--- src/rtl/lc3b_types.sv ---
// Shared LC-3b decode types: register index, scoreboard counter and the
// hazard-info bundle decode fills from the control word.
package lc3b_types;

  localparam int unsigned SB_CNT_W = 2;

  typedef logic [2:0]          lc3b_reg;
  typedef logic [SB_CNT_W-1:0] lc3b_sb_cnt;

  typedef struct packed {
    lc3b_reg src_a;
    logic    src_a_used;
    lc3b_reg src_b;
    logic    src_b_used;
    logic    reads_cc;
    lc3b_reg dest;
    logic    writes_reg;
    logic    sets_cc;
  } lc3b_hazard_info;

  function automatic logic [7:0] reg_onehot(input lc3b_reg r);
    reg_onehot = 8'b1 << r;
  endfunction

endpackage

--- src/rtl/sb_counter.sv ---
// Pending-write counter for one scoreboard target.
//   clr       : synchronous clear
//   inc / dec : issue / retire against this target (both together = no change)
//   is_zero   : no writes in flight
//   is_max    : counter saturated, further issues must be held
//   underflow : retire seen while already zero (count held at zero)
module sb_counter #(
  parameter int unsigned CNT_W = 2
) (
  input  logic clk,
  input  logic clr,
  input  logic inc,
  input  logic dec,
  output logic is_zero,
  output logic is_max,
  output logic underflow
);

  logic [CNT_W-1:0] cnt_q;
  logic [CNT_W-1:0] cnt_d;

  assign is_zero   = (cnt_q == '0);
  assign is_max    = (cnt_q == '1);
  assign underflow = dec & ~inc & is_zero & ~clr;

  always_comb begin
    cnt_d = cnt_q;
    if (inc && !dec && !is_max) begin
      cnt_d = cnt_q + CNT_W'(1);
    end else if (dec && !inc && !is_zero) begin
      cnt_d = cnt_q - CNT_W'(1);
    end
  end

  always_ff @(posedge clk) begin
    if (clr) begin
      cnt_q <= '0;
    end else begin
      cnt_q <= cnt_d;
    end
  end

endmodule

--- src/rtl/hazard_scoreboard.sv ---
// Decode-stage issue scoreboard: holds an instruction while any register or
// CC it reads has an in-flight write, or while its write target is saturated.
//   dec_*  : decoded fields of the instruction in decode
//   ret_*  : retire (or squashed drain) event from writeback
//   stall / issue : decode hold / instruction recorded this cycle
//   reg_pending / cc_pending : nonzero-counter flags; err : sticky underflow
module hazard_scoreboard
  import lc3b_types::*;
#(
  parameter int unsigned CNT_W = SB_CNT_W
) (
  input  logic       clk,
  input  logic       reset,
  input  logic       dec_valid,
  input  logic [2:0] dec_src_a,
  input  logic       dec_src_a_used,
  input  logic [2:0] dec_src_b,
  input  logic       dec_src_b_used,
  input  logic       dec_reads_cc,
  input  logic [2:0] dec_dest,
  input  logic       dec_writes_reg,
  input  logic       dec_sets_cc,
  input  logic       pipe_stall,
  input  logic       flush,
  input  logic       ret_valid,
  input  logic [2:0] ret_dest,
  input  logic       ret_writes_reg,
  input  logic       ret_sets_cc,
  output logic       stall,
  output logic       issue,
  output logic [7:0] reg_pending,
  output logic       cc_pending,
  output logic       err
);

  lc3b_hazard_info hz;

  logic [7:0] reg_zero;
  logic [7:0] reg_max;
  logic [7:0] reg_underflow;
  logic [7:0] reg_inc;
  logic [7:0] reg_dec;
  logic       cc_zero;
  logic       cc_max;
  logic       cc_underflow;
  logic       cc_inc;
  logic       cc_dec;
  logic       hazard;

  always_comb begin
    hz.src_a      = dec_src_a;
    hz.src_a_used = dec_src_a_used;
    hz.src_b      = dec_src_b;
    hz.src_b_used = dec_src_b_used;
    hz.reads_cc   = dec_reads_cc;
    hz.dest       = dec_dest;
    hz.writes_reg = dec_writes_reg;
    hz.sets_cc    = dec_sets_cc;
  end

  // Only current counter state is consulted, so a same-cycle retire never
  // releases a reader and an instruction's own write never stalls it.
  always_comb begin
    hazard = (hz.src_a_used & ~reg_zero[hz.src_a])
           | (hz.src_b_used & ~reg_zero[hz.src_b])
           | (hz.reads_cc   & ~cc_zero)
           | (hz.writes_reg &  reg_max[hz.dest])
           | (hz.sets_cc    &  cc_max);
    stall  = dec_valid & hazard;
    issue  = dec_valid & ~stall & ~pipe_stall & ~flush;
  end

  always_comb begin
    reg_inc = (issue && hz.writes_reg) ? reg_onehot(hz.dest) : '0;
    reg_dec = (ret_valid && ret_writes_reg) ? reg_onehot(ret_dest) : '0;
    cc_inc  = issue & hz.sets_cc;
    cc_dec  = ret_valid & ret_sets_cc;
  end

  for (genvar i = 0; i < 8; i++) begin : g_reg_cnt
    sb_counter #(
      .CNT_W(CNT_W)
    ) u_cnt (
      .clk      (clk),
      .clr      (reset),
      .inc      (reg_inc[i]),
      .dec      (reg_dec[i]),
      .is_zero  (reg_zero[i]),
      .is_max   (reg_max[i]),
      .underflow(reg_underflow[i])
    );
  end

  sb_counter #(
    .CNT_W(CNT_W)
  ) u_cc_cnt (
    .clk      (clk),
    .clr      (reset),
    .inc      (cc_inc),
    .dec      (cc_dec),
    .is_zero  (cc_zero),
    .is_max   (cc_max),
    .underflow(cc_underflow)
  );

  assign reg_pending = ~reg_zero;
  assign cc_pending  = ~cc_zero;

  always_ff @(posedge clk) begin
    if (reset) begin
      err <= 1'b0;
    end else if ((|reg_underflow) || cc_underflow) begin
      err <= 1'b1;
    end
  end

endmodule

--- config.mk ---
export PLATFORM = sky130hd
export DESIGN_NAME = hazard_scoreboard
export DESIGN_NICKNAME = d
export VERILOG_FILES = /design/src/rtl/lc3b_types.sv /design/src/rtl/sb_counter.sv /design/src/rtl/hazard_scoreboard.sv
export SDC_FILE = /design/constraint.sdc
export NUM_CORES = 1
export LEC_CHECK = 0
export CAP_MARGIN = 20
export CORE_MARGIN = 2
export CORE_UTILIZATION = 50
export DETAILED_ROUTE_END_ITERATION = 8
export PLACE_DENSITY = 0.8
export SLEW_MARGIN = 20
export SYNTH_ARGS = -nofsm -noshare
export SYNTH_HDL_FRONTEND = slang
export SYNTH_SLANG_ARGS = --single-unit
--- constraint.sdc ---
create_clock -name clk -period 3.3 [get_ports clk]
set_clock_uncertainty 0.15 [all_clocks]
set_input_delay 0.66 -clock clk [delete_from_list [all_inputs] [get_ports clk]]
set_output_delay 0.66 -clock clk [all_outputs]
set_load 0.01 [all_outputs]
==> results of run 1 <==
[sequential cells by signal (all words and copies together), names as in the netlist]
signal,cells
g_reg_cnt.u_cnt.cnt_q,16
err,1
u_cc_cnt.cnt_q,2
[worst min-delay path: cells and delay by family (launching register included)]
kind             cells  cell delay, ns
AO/OA/AOI/OAI        1            0.06
AND/OR/NAND/NOR      1            0.06
flip-flops           1            0.36
[Yosys cell counts (2+ instances only)]
| cell | n |
|---|---|
| o211a_1 | 3 |
| and3_1 | 4 |
| a22oi_1 | 2 |
| o31a_1 | 4 |
| clkbuf_1 | 4 |
| nor4b_1 | 5 |
| a221oi_1 | 2 |
| nor3_1 | 12 |
| or2_2 | 4 |
| a2bb2oi_1 | 2 |
| a21oi_1 | 13 |
| o21a_1 | 5 |
| nor4_1 | 8 |
| and3b_1 | 2 |
| or3_1 | 2 |
| nand4_1 | 2 |
| nand2b_1 | 11 |
| or2b_1 | 2 |
| nor2_2 | 2 |
| nor2_1 | 15 |
| o21ai_0 | 15 |
| nand3_1 | 2 |
| nand3b_1 | 3 |
| nor2b_1 | 2 |
| nand2_1 | 21 |
| a211oi_1 | 6 |
| inv_1 | 10 |
| buf_2 | 3 |
| nor3b_1 | 3 |
| a311o_1 | 2 |
| dfxtp_1 | 19 |
| a31oi_1 | 3 |
[routing by layer]
metal  track usage, %  share of wire (%)  wire [um]  up-vias
li1                 -                  -          -      938
met1             37.0                 45       2110      876
met2             45.5                 47       2190       56
met3             3.41                5.8        269        8
met4             9.63                1.9         87        0
met5                0                  0          0        -
[worst min path at each step]
stage	end	slack, ns	cells after the start
after floorplan	g_reg_cnt[0].u_cnt.cnt_q[1]	0.31	2
after global placement	g_reg_cnt[0].u_cnt.cnt_q[1]	0.34	2
after detailed placement	g_reg_cnt[0].u_cnt.cnt_q[1]	0.34	2
after CTS	g_reg_cnt[0].u_cnt.cnt_q[1]	0.36	2
after global routing	g_reg_cnt[0].u_cnt.cnt_q[1]	0.40	2
final	g_reg_cnt[0].u_cnt.cnt_q[1]	0.36	2
[cells by family after synthesis]
kind of cell,count (synthesis)
AND/OR/NAND/NOR,109
AO/OA/AOI/OAI,69
flip-flops,19
buffers and inverters,18
multiplexers,2
[timing repair]
action	in CTS	in global routing
pin swaps	1	1
setup endpoints to repair	2	2
resized for setup	13	3
[report_power, final]
group	internal [uW]	switching (uW)	total (uW)
combinational	77.2	65.7	143
clock	47.2	79.4	127
sequential	231	2.60	234
[final cells by class]
class                      instances  area [um^2]
multi-input combinational        180         1170
fill                             258          840
timing repair buffer              62          544
sequential                        19          380
tap                               44         55.1
inverter                          10         37.5
clock buffer                       4         26.3
[per-stage QoR]
step	setup WS (ns)	area (um^2)
after floorplan	0.644	1610
after global placement	-0.331	2190
after detailed placement	-0.384	2190
after CTS	0.00737	2210
after global routing	0.0142	2210
final	0.0900	2210
==> flow_metrics.tcl, run 1 <==
set metrics [dict create \
    grt_pass1_wl_um 7520 \
    finalHoldViolations 0 \
    dp_hpwl_um 3760 \
    worstHoldPathType "reg -> reg" \
    drt_iter0_markers 195 \
    worstPathCellList "clkdlybuf4s50_1, inv_1, a311o_1, o31a_1, o211a_1, and3_2, and3_1, buf_2" \
    yosys_warnings 0 \
    endpoint "issue" \
    critPathBufInv 3 \
    synthSimpleGateAreaFrac_pct 38.4 \
    r2r_end "err" \
    synth_cells 217 \
    yosysTopAreaCell "dfxtp_1" \
    synth_xor_area_share_pct 0 \
    synth_top_family_by_area "simple AND/OR/NAND/NOR gates" \
    dieArea_um2 3700 \
    wl_per_cell_um 14.6 \
    timing.critical_path.from "dec_writes_reg" \
    ys.flop_type "dfxtp_1" \
    worstSetupEndpointType "output port" \
    track_usage_pct 27.5 \
    grt_pass1_vias 1666 \
    start_kind "primary input" \
    rsz0062_at_grt "no" \
    port-buffer-count 36 \
    cp_top_family "compound AO/OA/AOI/OAI gates" \
    p_leak_uw 0.000848 \
    dpl.cell_count 315 \
    regToRegSetupSlack_ns 0.67 \
    async_reset_ff_share_pct 0 \
    maxCapViolations 0 \
    antenna_found_initial 0 \
    status "finished clean" \
    final_cell_mix "clkdlybuf4s50_1, buf_4, nand2_1" \
    synth-seq-cells 19 \
    globalRouteOverflowTotal 0 \
    r2r_start "g_reg_cnt[1].u_cnt.cnt_q[1]" \
    tns_ns 0 \
    cts_buffer_depth 2 \
    synth_top_cells_by_area "dfxtp_1, nand2_1, o21ai_0, nand2b_1, a21oi_1" \
    final_cells 319 \
    power_density_nw_per_um2 228 \
    ys_types 56 \
    min_from "g_reg_cnt[0].u_cnt.cnt_q[1]" \
    cpPeakStageDelay_ns 0.48 \
    num_rows 20 \
    vias 1878 \
    path_max_fanout 2 \
    cts-root-buf "clkbuf_4" \
    htree_levels 1 \
    crit_type "in -> out" \
    core_um2 3050 \
    finalSetupViolations 0 \
    avgSynthCellArea_um2 7.44 \
    muxShareOfSynthArea_pct 3.02 \
    die_y_um 60.8 \
    design_power_total_uw 504 \
    drc_errors 0 \
    clock_latency_ns 0.31 \
    crit_cells 8 \
    start_util_pct 52.9 \
    maxSlewViolCount 0 \
    slowest_stage "clkdlybuf4s50_1" \
    rr_worst_depth 8 \
    fin_crit_ns 3.21 \
    drive_gt1_share_pct 18.9 \
    final_core_util_pct 72.5 \
    fmax_mhz 312 \
    synth_top_area_share_pct 23.6 \
    firstDrtPassIters 4 \
    holdWs_ns 0.362 \
    layout_commonest_cell "clkdlybuf4s50_1" \
    cts-hold-fix-buffers 0 \
    cts_made_buffers 3 \
    clk_pin_slew_worst_paths_ns 0.11 \
    synth_edf_count 0 \
    worstPathArrival_ns 2.40 \
    ant_nets 0 \
    maxSlewHeadroom_pct 61.6 \
    required_ns 2.49 \
    viasPerCell 5.89 \
    cts_tree "done" \
    fp.dieW_um 60.8 \
    synthesis.nets 242 \
    fin_crit_sh_pct 97.3 \
    grt_max_degree 19 \
    clock_sinks 19 \
    synth_compound_area_share_pct 30.5 \
    syn_to_final_growth_pct 37.1 \
    synth_fa_ha_area_share_pct 0 \
    drt-total-wl_um 4660 \
    n_antenna_cell 0 \
    syn-cell-area_um2 1610 \
    gp_congestion 0.913 \
    post-cts-setup-buffers 0 \
    ios 37 \
    ir_worst_vdd_mv 0.231 \
    yosysSeqAreaShare_pct 23.6 \
    layout.nets 301 \
    worstMarginPinSlew_ns 0.568 \
]
(Power assumes the default switching activity.)
==> run 2: changes to the inputs <==
clock period = 4 ns   (was 3.3 ns; I/O delays follow)
==> run 2 against run 1 <==
First-iteration DRC count shrank 43%. Critical path depth is the same. Sequential share of layout area grew 0.89 points. Flip-flop and latch count is the same. Count of clock-buffer cells in the layout shrank 1. Clock power shrank 16%. Highest routed layer unchanged. Combinational power shrank 24%.
==> flow_metrics.tcl, run 2 (synthesis results as in run 1) <==
set metrics [dict create \
    die_y_um 60.8 \
    fin_crit_sh_pct 99.4 \
    globalRouteOverflowTotal 0 \
    final_core_util_pct 68.9 \
    internal-power_uw 284 \
    dpl.cell_count 298 \
    viasPerCell 6.14 \
    cts_tree "done" \
    drt_iter0_markers 111 \
    final_cells 302 \
    dieArea_um2 3700 \
    worstMarginPinSlew_ns 0.538 \
    p_comb_share_pct 26.4 \
    power.switching_uw 124 \
    largest_register_ffs 16 \
    firstDrtPassIters 4 \
    port-buffer-count 36 \
    fillCellCount 285 \
    swShare_pct 30.3 \
    cts-hold-fix-buffers 0 \
    ios 37 \
    gp_congestion 0.965 \
    start_kind "primary input" \
    wl_per_cell_um 15.2 \
    vias 1855 \
    maxSlewViolCount 0 \
    drive_gt1_share_pct 12.4 \
    drc_errors 0 \
    num_rows 20 \
    finalHoldViolations 0 \
    worstPathArrival_ns 3.02 \
    syn_to_final_growth_pct 30.4 \
    crit_type "in -> out" \
    holdWs_ns 0.354 \
    maxCapViolations 0 \
    htree_levels 1 \
    reg.largest.list "g_reg_cnt.u_cnt.cnt_q x16, u_cc_cnt.cnt_q x2, err x1" \
    power_density_nw_per_um2 194 \
    placed_cell_area_um2 2060 \
    top_register "g_reg_cnt.u_cnt.cnt_q" \
    pwr-share-clk_pct 26.3 \
    core_um2 3050 \
    rsz0062_at_grt "yes" \
    clk_pin_slew_worst_paths_ns 0.13 \
    layout.nets 284 \
    worstSetupEndpointType "output port" \
    fp.dieW_um 60.8 \
    grt_max_degree 19 \
    seq_power_share_pct 47.3 \
    worstHoldPathType "reg -> reg" \
    ant_nets 0 \
    final_cell_mix "clkdlybuf4s50_1, nand2_1, dfxtp_1" \
    dp_hpwl_um 3560 \
    track_usage_pct 25.7 \
    layout_commonest_cell "clkdlybuf4s50_1" \
    cts_buffer_depth 2 \
    fin_crit_ns 3.97 \
    clock_sinks 19 \
    cts-root-buf "clkbuf_4" \
    p_leak_uw 0.000777 \
    drt-total-wl_um 4600 \
    grt_pass1_vias 1591 \
    ir_worst_vdd_mv 0.128 \
    status "finished clean" \
    path_max_fanout 3 \
    start_util_pct 52.9 \
    maxSlewHeadroom_pct 63.6 \
    multi_input_area_um2 1170 \
    post_cts_resized 0 \
    antenna_found_initial 0 \
    fmax_mhz 252 \
    cts_made_buffers 3 \
    tns_ns 0 \
    regArea_um2 380 \
    finalSetupViolations 0 \
    grt_pass1_wl_um 7140 \
    post-cts-setup-buffers 0 \
    finalInstanceArea_um2 2100 \
    clock_latency_ns 0.31 \
    n_antenna_cell 0 \
    required_ns 3.05 \
]
[run 2: per-layer routing]
| metal | track usage (%) | part of all wire (%) | vias up | wire [um] |
|---|---|---|---|---|
| met5 | 0 | 0 | - | 0 |
| met4 | 5.59 | 1.7 | 0 | 76 |
| li1 | - | - | 915 | - |
| met2 | 44.9 | 48 | 50 | 2230 |
| met1 | 33.1 | 44 | 879 | 2050 |
| met3 | 4.69 | 5.5 | 11 | 253 |
[run 2: layout make-up]
class                      instances  share of cell area (%)
timing repair buffer              45                    20.6
sequential                        19                    18.1
inverter                          10                    1.78
clock inverter                     1                   0.357
tap                               44                    2.62
clock buffer                       3                    1.07
multi-input combinational        180                    55.5
[run 2: worst paths after layout]
kind	end	depth (start not counted)	slack (ns)	startpoint
worst min register to register	g_reg_cnt[0].u_cnt.cnt_q[1]	2	0.35	g_reg_cnt[0].u_cnt.cnt_q[1]
worst max register to register	err	8	1.30	g_reg_cnt[1].u_cnt.cnt_q[1]
worst max-delay path	issue	8	0.03	dec_dest[0]
worst min-delay path	g_reg_cnt[0].u_cnt.cnt_q[1]	2	0.35	g_reg_cnt[0].u_cnt.cnt_q[1]
[run 2: power groups by stage]
| stage | registers (uW) | logic [uW] | clock network (uW) |
|---|---|---|---|
| 3_3_place_gp | 197 | 104 | 0 |
| 2_1_floorplan | 197 | 53.1 | 0 |
| 3_5_place_dp | 197 | 105 | 0 |
| 6_report | 193 | 108 | 107 |
| 5_1_grt | 193 | 116 | 116 |
| 4_1_cts | 193 | 106 | 110 |
[run 2: per-stage QoR]
stage | power (uW) | setup WS (ns)
after floorplan | 250 | 1.10
after global placement | 301 | 0.0612
after detailed placement | 303 | 0.0281
after CTS | 409 | 0.0277
after global routing | 425 | -0.0276
final | 408 | 0.0256
[run 2: critical path, stage by stage]
cell and delay (ns):
clkdlybuf4s50_1 0.49, and3b_1 0.19, a311oi_2 0.26, o31a_1 0.23
o211a_1 0.20, and3_2 0.19, and3_1 0.14, clkdlybuf4s50_1 0.52
==> run 3: changes to the inputs <==
CELL_PAD_IN_SITES_DETAIL_PLACEMENT = 1   (was unset)
CELL_PAD_IN_SITES_GLOBAL_PLACEMENT = 1   (was unset)
CORE_UTILIZATION = 39   (was 50)
PLACE_DENSITY = unset   (was 0.8)
PLACE_DENSITY_LB_ADDON = 0.1   (was unset)
==> run 3 against run 2 <==
First-iteration DRC count fell by 40%. Design area rose by 1.5%. Sequential power barely moved. Largest power group unchanged.
==> flow_metrics.tcl, run 3 (synthesis results as in run 1) <==
set metrics [dict create \
    worstMarginPinSlew_ns 0.726 \
    maxSlewViolCount 0 \
    firstDrtPassIters 4 \
    die_y_um 68.3 \
    r2r_start "g_reg_cnt[6].u_cnt.cnt_q[0]" \
    ant_nets 0 \
    htree_levels 1 \
    drt_iter0_markers 67 \
    largest_register_ffs 16 \
    ios 37 \
    n_antenna_cell 0 \
    core_um2 4000 \
    gp_congestion 0.806 \
    finalSetupViolations 0 \
    placed_cell_area_um2 2060 \
    p_leak_uw 0.000800 \
    clk_pin_slew_worst_paths_ns 0.09 \
    cts_tree "done" \
    power_density_nw_per_um2 211 \
    viasPerCell 5.99 \
    clock_sinks 19 \
    final_cell_mix "clkdlybuf4s50_1, nand2_1, dfxtp_1" \
    dieArea_um2 4670 \
    status "finished clean" \
    worstSetupEndpointType "output port" \
    rr_worst_depth 9 \
    timing.critical_path.from "dec_dest[0]" \
    holdWs_ns 0.362 \
    layout.nets 283 \
    antenna_found_initial 0 \
    wl_per_cell_um 17.8 \
    fin_crit_ns 3.58 \
    dp_hpwl_um 4260 \
    endpoint "issue" \
    globalRouteOverflowTotal 0 \
    worstHoldPathType "reg -> reg" \
    fin_crit_sh_pct 89.4 \
    layout_commonest_cell "clkdlybuf4s50_1" \
    final_core_util_pct 53.4 \
    crit_type "in -> out" \
    cts_buffer_depth 2 \
    cts-hold-fix-buffers 0 \
    grt_pass1_wl_um 8470 \
    top_register "g_reg_cnt.u_cnt.cnt_q" \
    r2r_end "g_reg_cnt[4].u_cnt.cnt_q[0]" \
    drive_gt1_share_pct 12.5 \
    drt-total-wl_um 5450 \
    cts-root-buf "clkbuf_8" \
    grt_pass1_vias 1780 \
    final_cells 307 \
    clock_latency_ns 0.27 \
    drc_errors 0 \
    maxCapViolations 0 \
    tns_ns 0 \
    grt_max_degree 20 \
    finalInstanceArea_um2 2140 \
    cts_made_buffers 3 \
    fillCellCount 521 \
    num_rows 23 \
    regToRegSetupSlack_ns 1.30 \
    required_ns 3.05 \
    track_usage_pct 24.0 \
    maxSlewHeadroom_pct 50.9 \
    rsz0062_at_grt "no" \
    start_util_pct 40.4 \
    finalHoldViolations 0 \
    port-buffer-count 36 \
    worstPathArrival_ns 2.63 \
    vias 1838 \
    reg.largest.list "g_reg_cnt.u_cnt.cnt_q x16, u_cc_cnt.cnt_q x2, err x1" \
    start_kind "primary input" \
    dpl.cell_count 303 \
    fp.dieW_um 68.3 \
    syn_to_final_growth_pct 32.3 \
    path_max_fanout 14 \
    ir_worst_vdd_mv 0.174 \
    fmax_mhz 280 \
    whs_path_depth 2 \
]
==> run 3: changes by cell type in the layout (fill, tap and decap cells not counted), sizes merged <==
| cell | before | now |
|---|---|---|
| buf | 9 | 8 |
| dlymetal6s2s | 2 | 3 |
| clkdlybuf4s50 | 34 | 33 |
==> run 3: what timing repair did <==
action,CTS,global route
buffers inserted,0,0
setup endpoints to repair,0,2
gates resized for setup,0,6
==> run 3: layout make-up <==
type	instances	area (um^2)	share of cell area, %
multi-input cells	180	1170	55.0
repair buffers	44	432	20.2
inverters	10	37.5	1.76
clock inverters	1	7.51	0.351
well taps	50	62.6	2.93
clock buffers	3	41.3	1.93
flip-flops and latches	19	380	17.8
==> run 3: through the flow <==
step,worst slack (ns),power [uW]
floorplan,1.10,250
global placement,0.0712,303
detailed placement,0.0273,305
CTS,0.0239,454
global route,0.310,469
finish,0.423,450
==> run 3: how the worst min path moves through the flow <==
stage                                           start  slack, ns                          end
after global placement              u_cc_cnt.cnt_q[1]       0.35            u_cc_cnt.cnt_q[1]
after global routing      g_reg_cnt[0].u_cnt.cnt_q[1]       0.41  g_reg_cnt[0].u_cnt.cnt_q[1]
after CTS                 g_reg_cnt[0].u_cnt.cnt_q[1]       0.36  g_reg_cnt[0].u_cnt.cnt_q[1]
after floorplan           g_reg_cnt[0].u_cnt.cnt_q[1]       0.31  g_reg_cnt[0].u_cnt.cnt_q[1]
final                     g_reg_cnt[0].u_cnt.cnt_q[1]       0.36  g_reg_cnt[0].u_cnt.cnt_q[1]
after detailed placement  g_reg_cnt[0].u_cnt.cnt_q[1]       0.35  g_reg_cnt[0].u_cnt.cnt_q[1]
==> run 3: routing by layer <==
layer  vias up  GRT usage (%)  routed length (um)
met5         -              0                   0
met2        37           42.8                2740
met3         2           3.62                 171
met1       898           31.3                2520
met4         0           3.00                  21
li1        901              -                   -
==> run 3: critical path: stages <==
cell and delay, ns:
clkdlybuf4s50_1 0.44, buf_6 0.17, a311o_1 0.31, o31a_1 0.26
o211a_1 0.13, and3_2 0.18, and3_1 0.16, dlymetal6s2s_1 0.16
==> run 3: where the power goes <==
part | internal (uW) | switching, uW | total [uW]
registers | 191 | 2.76 | 194
logic | 55.2 | 54.1 | 109
clock network | 70.5 | 77.1 | 148
